<file path="src/rtl/bp_pkg.sv">
// ---------------------------------------------------------------------------
// bp_pkg
// Shared helpers and default constants for the branch predictor slice.
//   - BP_* localparams : default parameter values for branch_predictor
//   - bp_idx           : PC shifted down past the byte offset; callers keep the
//                        low IDX_W bits (the table index) by truncating cast
//   - ctr_init         : weakly-not-taken reset value for a direction counter
//   - sat_max          : all-ones value of a given width, zero-extended to 64
//   - sat_inc/sat_dec  : saturating step on a zero-extended value
// All helpers work on 64-bit zero-extended values so one definition serves
// every counter width up to 64 bits.
// ---------------------------------------------------------------------------
package bp_pkg;

  localparam int BP_ENTRIES = 64;
  localparam int BP_CTR_W   = 2;
  localparam int BP_PC_W    = 64;
  localparam int BP_STAT_W  = 32;

  // Bits [1:0] of a PC never select an entry; the caller truncates the result
  // to IDX_W bits, which leaves pc[IDX_W+1:2].
  function automatic logic [63:0] bp_idx(input logic [63:0] pc);
    return pc >> 2;
  endfunction

  // 2^(ctr_w-1) - 1: just below the taken threshold (0 for a 1-bit counter).
  function automatic logic [3:0] ctr_init(input int ctr_w);
    logic [3:0] one;
    one = 4'd1;
    return (one << (ctr_w - 1)) - 4'd1;
  endfunction

  function automatic logic [63:0] sat_max(input int width);
    return (width >= 64) ? '1 : ((64'd1 << width) - 64'd1);
  endfunction

  function automatic logic [63:0] sat_inc(input logic [63:0] value,
                                          input logic [63:0] max_value);
    return (value >= max_value) ? value : value + 64'd1;
  endfunction

  function automatic logic [63:0] sat_dec(input logic [63:0] value);
    return (value == 64'd0) ? value : value - 64'd1;
  endfunction

endpackage

</file>
<file path="src/rtl/sat_counter.sv">
// ---------------------------------------------------------------------------
// sat_counter
// Up/down counter that sticks at 0 and at all-ones instead of wrapping.
// Ports:
//   clk        in  1 : clock, rising edge
//   reset      in  1 : synchronous active-high, clears the count
//   load       in  1 : synchronous load of load_value (below reset priority)
//   load_value in  W : value taken on load
//   inc        in  1 : count up by one (saturating)
//   dec        in  1 : count down by one (saturating)
//   count      out W : current count
// ---------------------------------------------------------------------------
module sat_counter
  import bp_pkg::*;
#(
  parameter int W = BP_STAT_W
) (
  input  logic         clk,
  input  logic         reset,
  input  logic         load,
  input  logic [W-1:0] load_value,
  input  logic         inc,
  input  logic         dec,
  output logic [W-1:0] count
);

  localparam logic [63:0] MAX_VALUE = sat_max(W);

  // Reset beats load beats counting; inc and dec together cancel out.
  always_ff @(posedge clk) begin
    if (reset) begin
      count <= '0;
    end else if (load) begin
      count <= load_value;
    end else if (inc && !dec) begin
      count <= W'(sat_inc(64'(count), MAX_VALUE));
    end else if (dec && !inc) begin
      count <= W'(sat_dec(64'(count)));
    end
  end

endmodule

</file>
<file path="src/rtl/branch_predictor.sv">
// ---------------------------------------------------------------------------
// branch_predictor
// Dynamic branch predictor: a table of saturating direction counters indexed
// by pc[IDX_W+1:2], an optional branch target buffer, and saturating
// performance counters. Lookup is combinational; training takes effect on the
// cycle after the edge that samples it (read-before-write on a same-index
// lookup). Assumes PC_W <= 64.
// Optional feature: define BRANCH_PREDICTOR_BTB_EN to add per-entry valid,
// tag and target storage.
// Ports:
//   clk               in  1      : clock, rising edge
//   reset             in  1      : synchronous active-high
//   lookup_pc         in  PC_W   : PC being fetched
//   pred_taken        out 1      : predicted taken
//   pred_hit          out 1      : BTB tag match (0 without BTB)
//   pred_target       out PC_W   : predicted next PC
//   update_valid      in  1      : resolved branch present this cycle
//   update_pc         in  PC_W   : PC of the resolved branch
//   update_taken      in  1      : actual outcome
//   update_target     in  PC_W   : actual taken target
//   update_mispredict in  1      : pipeline flushed for this branch
//   stat_branches     out STAT_W : resolved branch count (saturating)
//   stat_mispredicts  out STAT_W : mispredicted branch count (saturating)
// ---------------------------------------------------------------------------
module branch_predictor
  import bp_pkg::*;
#(
  parameter int ENTRIES = BP_ENTRIES,
  parameter int CTR_W   = BP_CTR_W,
  parameter int PC_W    = BP_PC_W,
  parameter int STAT_W  = BP_STAT_W
) (
  input  logic              clk,
  input  logic              reset,
  input  logic [PC_W-1:0]   lookup_pc,
  output logic              pred_taken,
  output logic              pred_hit,
  output logic [PC_W-1:0]   pred_target,
  input  logic              update_valid,
  input  logic [PC_W-1:0]   update_pc,
  input  logic              update_taken,
  input  logic [PC_W-1:0]   update_target,
  input  logic              update_mispredict,
  output logic [STAT_W-1:0] stat_branches,
  output logic [STAT_W-1:0] stat_mispredicts
);

  localparam int               IDX_W    = $clog2(ENTRIES);
  localparam logic [CTR_W-1:0] CTR_INIT = CTR_W'(ctr_init(CTR_W));
  localparam logic [63:0]      CTR_MAX  = sat_max(CTR_W);

  // Register array rather than RAM: the read is combinational and reset must
  // restore every entry in a single cycle.
  logic [CTR_W-1:0] ctr [ENTRIES];

  logic [IDX_W-1:0] lookup_idx;
  logic [IDX_W-1:0] update_idx;
  logic             lookup_msb;
  logic [PC_W-1:0]  fall_through;
  logic [CTR_W-1:0] update_old;
  logic [CTR_W-1:0] update_new;

  assign lookup_idx   = IDX_W'(bp_idx(64'(lookup_pc)));
  assign update_idx   = IDX_W'(bp_idx(64'(update_pc)));
  assign lookup_msb   = ctr[lookup_idx][CTR_W-1];
  assign fall_through = lookup_pc + PC_W'(4);

  // Next value for the trained entry, using the same saturating helpers as
  // the stats counters.
  assign update_old = ctr[update_idx];
  assign update_new = update_taken ? CTR_W'(sat_inc(64'(update_old), CTR_MAX))
                                   : CTR_W'(sat_dec(64'(update_old)));

  // Direction table: reset to weakly-not-taken, otherwise train one entry per
  // resolved branch. No tag check, so aliasing PCs share a counter.
  always_ff @(posedge clk) begin
    if (reset) begin
      for (int i = 0; i < ENTRIES; i++) begin
        ctr[i] <= CTR_INIT;
      end
    end else if (update_valid) begin
      ctr[update_idx] <= update_new;
    end
  end

`ifdef BRANCH_PREDICTOR_BTB_EN
  localparam int TAG_W = PC_W - IDX_W - 2;

  logic             btb_valid  [ENTRIES];
  logic [TAG_W-1:0] btb_tag    [ENTRIES];
  logic [PC_W-1:0]  btb_target [ENTRIES];

  logic [TAG_W-1:0] lookup_tag;
  logic [TAG_W-1:0] update_tag;

  assign lookup_tag = TAG_W'(64'(lookup_pc) >> (IDX_W + 2));
  assign update_tag = TAG_W'(64'(update_pc) >> (IDX_W + 2));

  // Only the valid bits need clearing on reset; a taken branch claims its
  // entry outright, evicting whatever aliased there before.
  always_ff @(posedge clk) begin
    if (reset) begin
      for (int i = 0; i < ENTRIES; i++) begin
        btb_valid[i] <= 1'b0;
      end
    end else if (update_valid && update_taken) begin
      btb_valid[update_idx] <= 1'b1;
    end
  end

  // Tag and target payload, written alongside the valid bit; reset still
  // suppresses the write so an update during reset leaves no trace.
  always_ff @(posedge clk) begin
    if (!reset && update_valid && update_taken) begin
      btb_tag[update_idx]    <= update_tag;
      btb_target[update_idx] <= update_target;
    end
  end

  assign pred_hit    = btb_valid[lookup_idx] && (btb_tag[lookup_idx] == lookup_tag);
  assign pred_taken  = pred_hit && lookup_msb;
  assign pred_target = pred_taken ? btb_target[lookup_idx] : fall_through;
`else
  // Without a BTB the target comes from decode; only the direction is given.
  logic unused_update_target;

  assign unused_update_target = ^update_target;
  assign pred_hit             = 1'b0;
  assign pred_taken           = lookup_msb;
  assign pred_target          = fall_through;
`endif

  // Performance counters: never wrap, cleared by reset.
  sat_counter #(.W(STAT_W)) u_stat_branches (
    .clk        (clk),
    .reset      (reset),
    .load       (1'b0),
    .load_value ('0),
    .inc        (update_valid),
    .dec        (1'b0),
    .count      (stat_branches)
  );

  sat_counter #(.W(STAT_W)) u_stat_mispredicts (
    .clk        (clk),
    .reset      (reset),
    .load       (1'b0),
    .load_value ('0),
    .inc        (update_valid && update_mispredict),
    .dec        (1'b0),
    .count      (stat_mispredicts)
  );

endmodule

</file>
<file path="config.mk">
export PLATFORM = sky130hd
export DESIGN_NAME = branch_predictor
export DESIGN_NICKNAME = d
export VERILOG_FILES = /design/src/rtl/bp_pkg.sv /design/src/rtl/sat_counter.sv /design/src/rtl/branch_predictor.sv
export SDC_FILE = /design/constraint.sdc
export NUM_CORES = 1
export LEC_CHECK = 0
export ABC_AREA = 1
export BUFFER_PORTS_ARGS = -buffer_cell sky130_fd_sc_hd__clkbuf_2
export CAP_MARGIN = 20
export CORE_MARGIN = 8
export CORE_UTILIZATION = 59
export CTS_BUF_LIST = sky130_fd_sc_hd__clkbuf_8
export CTS_CLUSTER_SIZE = 8
export DETAILED_ROUTE_END_ITERATION = 8
export PLACE_DENSITY = 0.92
export SETUP_SLACK_MARGIN = 0.2
export SLEW_MARGIN = 20
export SYNTH_ARGS = -nofsm -noshare
export SYNTH_HDL_FRONTEND = slang
export SYNTH_HIERARCHICAL = 1
export SYNTH_SLANG_ARGS = --single-unit
</file>
<file path="constraint.sdc">
create_clock -name clk -period 3 [get_ports clk]
set_clock_uncertainty 0.05 [all_clocks]
set_input_delay 0.3 -clock clk [delete_from_list [all_inputs] [get_ports clk]]
set_output_delay 0.3 -clock clk [all_outputs]
set_load 0.02 [all_outputs]
</file>
==> metrics.md, run 1 <==
| Metric | Value |
|---|---|
| Worst path most repeated cell | `nor3_1` |
| Post-DP Area | `19500 sq um` |
| Mux cell area share after synthesis | `0%` |
| CP max stage cell | `nor3_1` |
| Clock Sinks | `192` |
| HPWL Detailed | `41600 um` |
| Crit Reg-Reg Endpoint | `u_stat_branches/count[16]` |
| Post-Syn Instances | `2919` |
| Placed insts | `3531` |
| Antenna violation net count after detailed routing | `0` |
| CP Launch Type | `primary input` |
| Register bit total from synthesis | `192` |
| Clk Latency, worst-skew pair | `0.50 ns` |
| ANT cells | `0` |
| Final min period | `around 2.7 ns` |
| Detailed Route WL | `between 50000 and 60000 um` |
| Reg2Reg Depth | `13` |
| Maxcap violations | `0` |
| First-pass GRT wire length | `87500 um` |
| CTS buffer count | `17` |
| Endpoints failing setup | `0` |
| Gr usage total | `a little under 30%` |
| Clk buf depth | `2` |
| Critical-path maximum fanout | `5` |
| Drt first pass iters | `6` |
| Simple-gate share of the synthesized area | `42.3%` |
| Post-synthesis compound-gate area fraction | `approximately 6.8%` |
| Layout net count | `3420` |
| Crit-path max cell delay | `0.34 ns` |
| Vias in the first global route | `around 19000` |
| DR DRC count | `0` |
| Number of DRC markers in iteration 0 | `1918` |
| Slew headroom | `51.2%` |
| Max Fclk | `approximately 0.37 GHz` |
| Hold path endpoint | `ctr[37][0]` |
| Status | `complete, no violations` |
| Critical path, cell by cell | `clkbuf_2, inv_1, nor3_1, nand2_1, nor3_1, nand4_1, nor3_1, xor2_1, clkbuf_2` |
| CTS tree | `yes` |
| Initial Util | `59.3%` |
| Worst EP arrival | `2.36 ns` |
| WL/cell | `15.2 um` |
| Async set-reset flop share out of synthesis | `0%` |
| Fin area | `20000 sq um` |
| Lkg Pwr | `roughly 0.01 uW` |
| Worst hold stages | `5` |
| Pwr/cell area | `about 450 nW/um^2` |
| Die Y | `191 um` |
| Max VDD drop | `0.374 mV` |
| Top FF cell, synth | `edfxtp_1` |
| Die W | `191 um` |
| Setup ws final | `~0.29 ns` |
| Largest net degree at the start of global routing | `70` |
| Final hold violation count | `0` |
| CP required | `2.65 ns` |
| Reg-to-reg slack, setup | `0.56 ns` |
| Crit end category | `output port` |
| Grt ovf | `0` |
| Root Buffer | `clkbuf_8` |
| Worst Hold Slack | `0.311 ns` |
| Post-Layout Cell Count | `3563` |
| Final period utilization | `90.2%` |
| Share of cells above drive strength 1 | `13.2%` |
| Post-CTS Setup Inserts | `0` |
| Die ar. | `36300 sq um` |
| Post-DR vias/cell | `5.40` |
| Commonest cells after routing, fill and taps aside | `1023 x nand2_1, 454 x inv_1, 341 x nor2_1` |
| RSZ-0062 raised after global routing | `yes` |
| Area share of xor/xnor cells in the synthesized design | `4.33%` |
| Number of synthesized flops with an enable pin | `128` |
| Post-Syn Area | `18000 sq um` |
| # rows | `64` |
| Largest family of logic cells by synthesized area | `simple AND/OR/NAND/NOR gates` |
| Ports | `327` |
| Sequential share of the synthesized area | `around 28%` |
| Core ar. | `30300 sq um` |
| CTS HTree Levels | `4` |
| Post-synth cell types | `47` |
| Syn_area_per_cell | `6.17 sq um` |
| Worst Tran Pin Value | `0.732 ns` |
| # fillers | `about 2700` |
| Initial antenna violation count | `0` |
| Worst r2r src | `u_stat_branches/count[0]` |
| Worst hold start | `update_pc[6]` |
| Slew Viols, Final | `0` |
| IO Port Bufs | `between 150 and 200` |
| Most common cell after layout, fill and taps aside | `nand2_1` |
| Pre-CTS WS | `0.252 ns` |
| Post-Synth Adder-Cell Area | `4.88%` |
| Vias | `19300` |
| P&R area growth vs syn | `10.9%` |
| Synth warn | `6` |
| Final setup TNS | `0 ns` |
| Critical path type | `primary input to output port` |
| Worst-path clk slew | `0.11 ns` |
| Final GP Congestion | `0.980` |
| Min-delay worst type | `primary input to flip-flop` |
==> area by class of cell <==
type | count | area [sq um] | area share [%]
clock buffer | 17 | 234 | 1.17
clock inverter | 15 | 185 | 0.928
inverter | 464 | 1740 | 8.73
multi-input combinational | 2244 | 10800 | 54.0
sequential | 192 | 5120 | 25.7
tap | 396 | 495 | 2.48
timing repair buffer | 235 | 1390 | 6.97
==> synthesized netlist by cell type (20+ instances only) <==
master,n,area share (%)
ha_1,67,4.7
xnor2_1,29,1.4
nor3_1,31,0.86
a21oi_1,110,3.1
inv_1,455,9.5
a21oi_2,20,0.97
nor2_1,343,7.2
nand3_1,228,6.3
edfxtp_1,128,21
nand4_1,33,1.1
clkbuf_1,32,0.67
nand2_1,1024,21
buf_2,23,0.64
dfxtp_1,64,7.1
nor2_2,71,2.5
o21ai_0,52,1.4
xor2_1,60,2.9
nand2_2,23,0.80
==> state kept, by name, indices dropped and copies added (netlist names) <==
signal	cells
ctr	128
u_stat_branches/count	32
u_stat_mispredicts/count	32
==> repair_timing <==
item / 4_1_cts / 5_1_grt
gates resized for setup: 0 / 7
hold buffers: 0 / 0
endpoints found under the setup margin: 0 / 10
==> where the power goes <==
group / switching (uW) / internal (uW)
Sequential: 222 / 2970
Clock: 1100 / 715
Combinational: 2680 / 1310
Total: 4000 / 4990
==> routing by layer <==
layer	part of all wire [%]	global-route usage [%]	vias to the layer above	wire, um
met5	0	0	-	0
met4	3.6	13.4	0	1930
met3	8.9	4.65	173	4820
met2	48	50.1	918	25700
met1	40	35.1	8680	21500
li1	-	-	9479	-
==> how the worst max path moves through the flow <==
| stage | slack (ns) | from | depth (start not counted) | end |
|---|---|---|---|---|
| floorplan | 0.27 | update_mispredict | 16 | u_stat_mispredicts/count[16] |
| global placement | 0.27 | lookup_pc[3] | 13 | pred_target[52] |
| detailed placement | 0.25 | lookup_pc[3] | 13 | pred_target[52] |
| CTS | 0.24 | lookup_pc[3] | 13 | pred_target[52] |
| global route | 0.17 | lookup_pc[6] | 9 | pred_target[62] |
| finish | 0.29 | lookup_pc[6] | 9 | pred_target[62] |
==> worst max-delay path, delay by kind of cell <==
kind | cells | cell delay [ns]
buffers and inverters | 3 | 0.49
AND/OR/NAND/NOR | 5 | 1.37
XOR/XNOR | 1 | 0.18
==> cells by family after synthesis <==
group | count (synthesis)
fa+ha+maj | 69
other cells | 1
buf+inv | 553
compound gates | 219
flops | 192
xor+xnor | 89
simple gates | 1796
==> through the flow <==
stage	total power [uW]	util (%)
2_1_floorplan	6130	-
3_3_place_gp	7020	64.3
3_5_place_dp	7130	64.3
4_1_cts	8930	65.7
5_1_grt	9580	65.8
6_report	8990	65.8
(Power assumes the default switching activity.)
==> run 2, diff against run 1 <==
- BUFFER_PORTS_ARGS: -buffer_cell sky130_fd_sc_hd__clkbuf_2 -> -buffer_cell sky130_fd_sc_hd__buf_4
==> run 2 against run 1 <==
  * The flow now finishes with violations (DRC)
  * Non-clock buffer count is 5 higher
  * Combinational power up 4%
  * Routed wire length grew 2.2%
  * Register-to-register slack got worse by 0.03 ns
  * Largest cell class unchanged
==> metrics.md, run 2 (synthesized netlist as in run 1, its figures left out) <==
| Metric | Value |
|---|---|
| Combinational fraction of design power | `45.2%` |
| IO Port Bufs | `199` |
| HPWL Detailed | `42100 um` |
| Int Pwr | `5140 uW` |
| First-pass GRT wire length | `88900 um` |
| Critical path type | `primary input to output port` |
| Switch share | `43.8%` |
| Die ar. | `36300 sq um` |
| Die Y | `191 um` |
| Min-delay worst type | `primary input to flip-flop` |
| Most common cell after layout, fill and taps aside | `nand2_1` |
| Final GP Congestion | `roughly 1.0` |
| Largest net degree at the start of global routing | `65` |
| Antenna violation net count after detailed routing | `0` |
| Final min period | `2.66 ns` |
| Endpoints failing setup | `0` |
| ANT cells | `0` |
| Post-DR vias/cell | `5.47` |
| Top Registers | `ctr (128), u_stat_branches/count (32), u_stat_mispredicts/count (32)` |
| Core ar. | `30300 sq um` |
| Worst Tran Pin Value | `approximately 0.8 ns` |
| Share of cells above drive strength 1 | `13.4%` |
| # rows | `64` |
| Final period utilization | `88.7%` |
| Sw power | `4010 uW` |
| Final hold violation count | `0` |
| Grt ovf | `0` |
| Failing checks | `DRC` |
| Max Fclk | `0.376 GHz` |
| DR DRC count | `1` |
| Max VDD drop | `approximately 0.36 mV` |
| Pwr/cell area | `446 nW/um^2` |
| Worst-path clk slew | `0.11 ns` |
| Clock Sinks | `between 150 and 200` |
| CTS buffer count | `17` |
| Slew headroom | `a little under half` |
| Vias in the first global route | `approximately 19000` |
| Worst EP arrival | `2.31 ns` |
| Detailed Route WL | `55200 um` |
| Ports | `327` |
| Seq pwr share | `34.9%` |
| Clk Latency, worst-skew pair | `0.49 ns` |
| Max reg flops | `128` |
| Worst Hold Slack | `0.264 ns` |
| Initial antenna violation count | `0` |
| RSZ-0062 raised after global routing | `no` |
| Final setup TNS | `0 ns` |
| Biggest register | `ctr` |
| Commonest cells after routing, fill and taps aside | `1022 x nand2_1, 454 x inv_1, 342 x nor2_1` |
| Drt first pass iters | `9` |
| CP Launch Type | `primary input` |
| Vias | `19500` |
| Layout net count | `3425` |
| Slew Viols, Final | `0` |
| Final Core Density | `67.5%` |
| Initial Util | `a little under 60%` |
| Clk buf depth | `2` |
| CTS HTree Levels | `4` |
| Status | `finished, violations left` |
| Critical-path maximum fanout | `15` |
| Number of DRC markers in iteration 0 | `1933` |
| Root Buffer | `clkbuf_8` |
| Crit end category | `output port` |
| Die W | `roughly 190 um` |
| Lkg Pwr | `0.0102 uW` |
| Hold Buf Count CTS | `0` |
| WL/cell | `15.5 um` |
| CTS tree | `yes` |
| P&R area growth vs syn | `13.9%` |
| Maxcap violations | `0` |
| Clock network power share | `19.9%` |
| Gr usage total | `29.7%` |
| CP required | `approximately 2.7 ns` |
[run 2: routing by layer]
metal / share of wire, % / track usage (%) / vias to the layer above / wire, um
met1: 40 / 35.8 / 8785 / 21900
met5: 0 / 0 / - / 0
met4: 3.6 / 13.3 / 0 / 1980
met2: 48 / 51.3 / 1033 / 26300
li1: - / - / 9504 / -
met3: 9.1 / 4.74 / 179 / 5030
[run 2: worst paths after layout]
kind,endpoint,cells after the start,from,slack [ns]
worst min register to register,u_stat_branches/count[18],2,u_stat_branches/count[18],0.49
worst max-delay path,pred_target[55],11,lookup_pc[3],0.34
worst max register to register,u_stat_branches/count[16],13,u_stat_branches/count[0],0.53
worst min-delay path,ctr[36][0],5,update_pc[6],0.26
[run 2: critical path: stages]
cell     delay (ns)
buf_6          0.18
nand2_2        0.08
nor2_2         0.15
nand2_1        0.12
nor2_2         0.17
nand2_2        0.11
nor3_1         0.35
nand2_1        0.21
nor3_1         0.25
xor2_1         0.21
buf_4          0.17
[run 2: through the flow]
step | power [uW] | cells | instance area [sq um] | setup WS [ns]
floorplan | 6130 | 2989 | 18300 | 0.267
global placement | 7170 | 3536 | 20100 | 0.138
detailed placement | 7280 | 3536 | 20100 | 0.0802
CTS | 9080 | 3568 | 20500 | 0.214
global route | 9740 | 3568 | 20500 | 0.207
finish | 9150 | 3568 | 20500 | 0.339
[run 2: what timing repair did]
action	4_1_cts	5_1_grt
gates resized for setup	0	5
setup buffers	0	0
endpoints found under the setup margin	0	11
[run 2: power by group through the flow]
stage / logic, uW / registers (uW) / clock network, uW
floorplan: 2820 / 3310 / 0
global placement: 3930 / 3240 / 0
finish: 4140 / 3190 / 1820
detailed placement: 4030 / 3250 / 0
CTS: 4050 / 3190 / 1840
global route: 4600 / 3220 / 1930
[run 2: layout make-up]
cell class                 instances  area [sq um]
tap                              396           495
fill                            2678          9850
multi-input combinational       2244         10800
clock inverter                    14           170
sequential                       192          5120
inverter                         464          1740
timing repair buffer             240          1940
clock buffer                      18           248
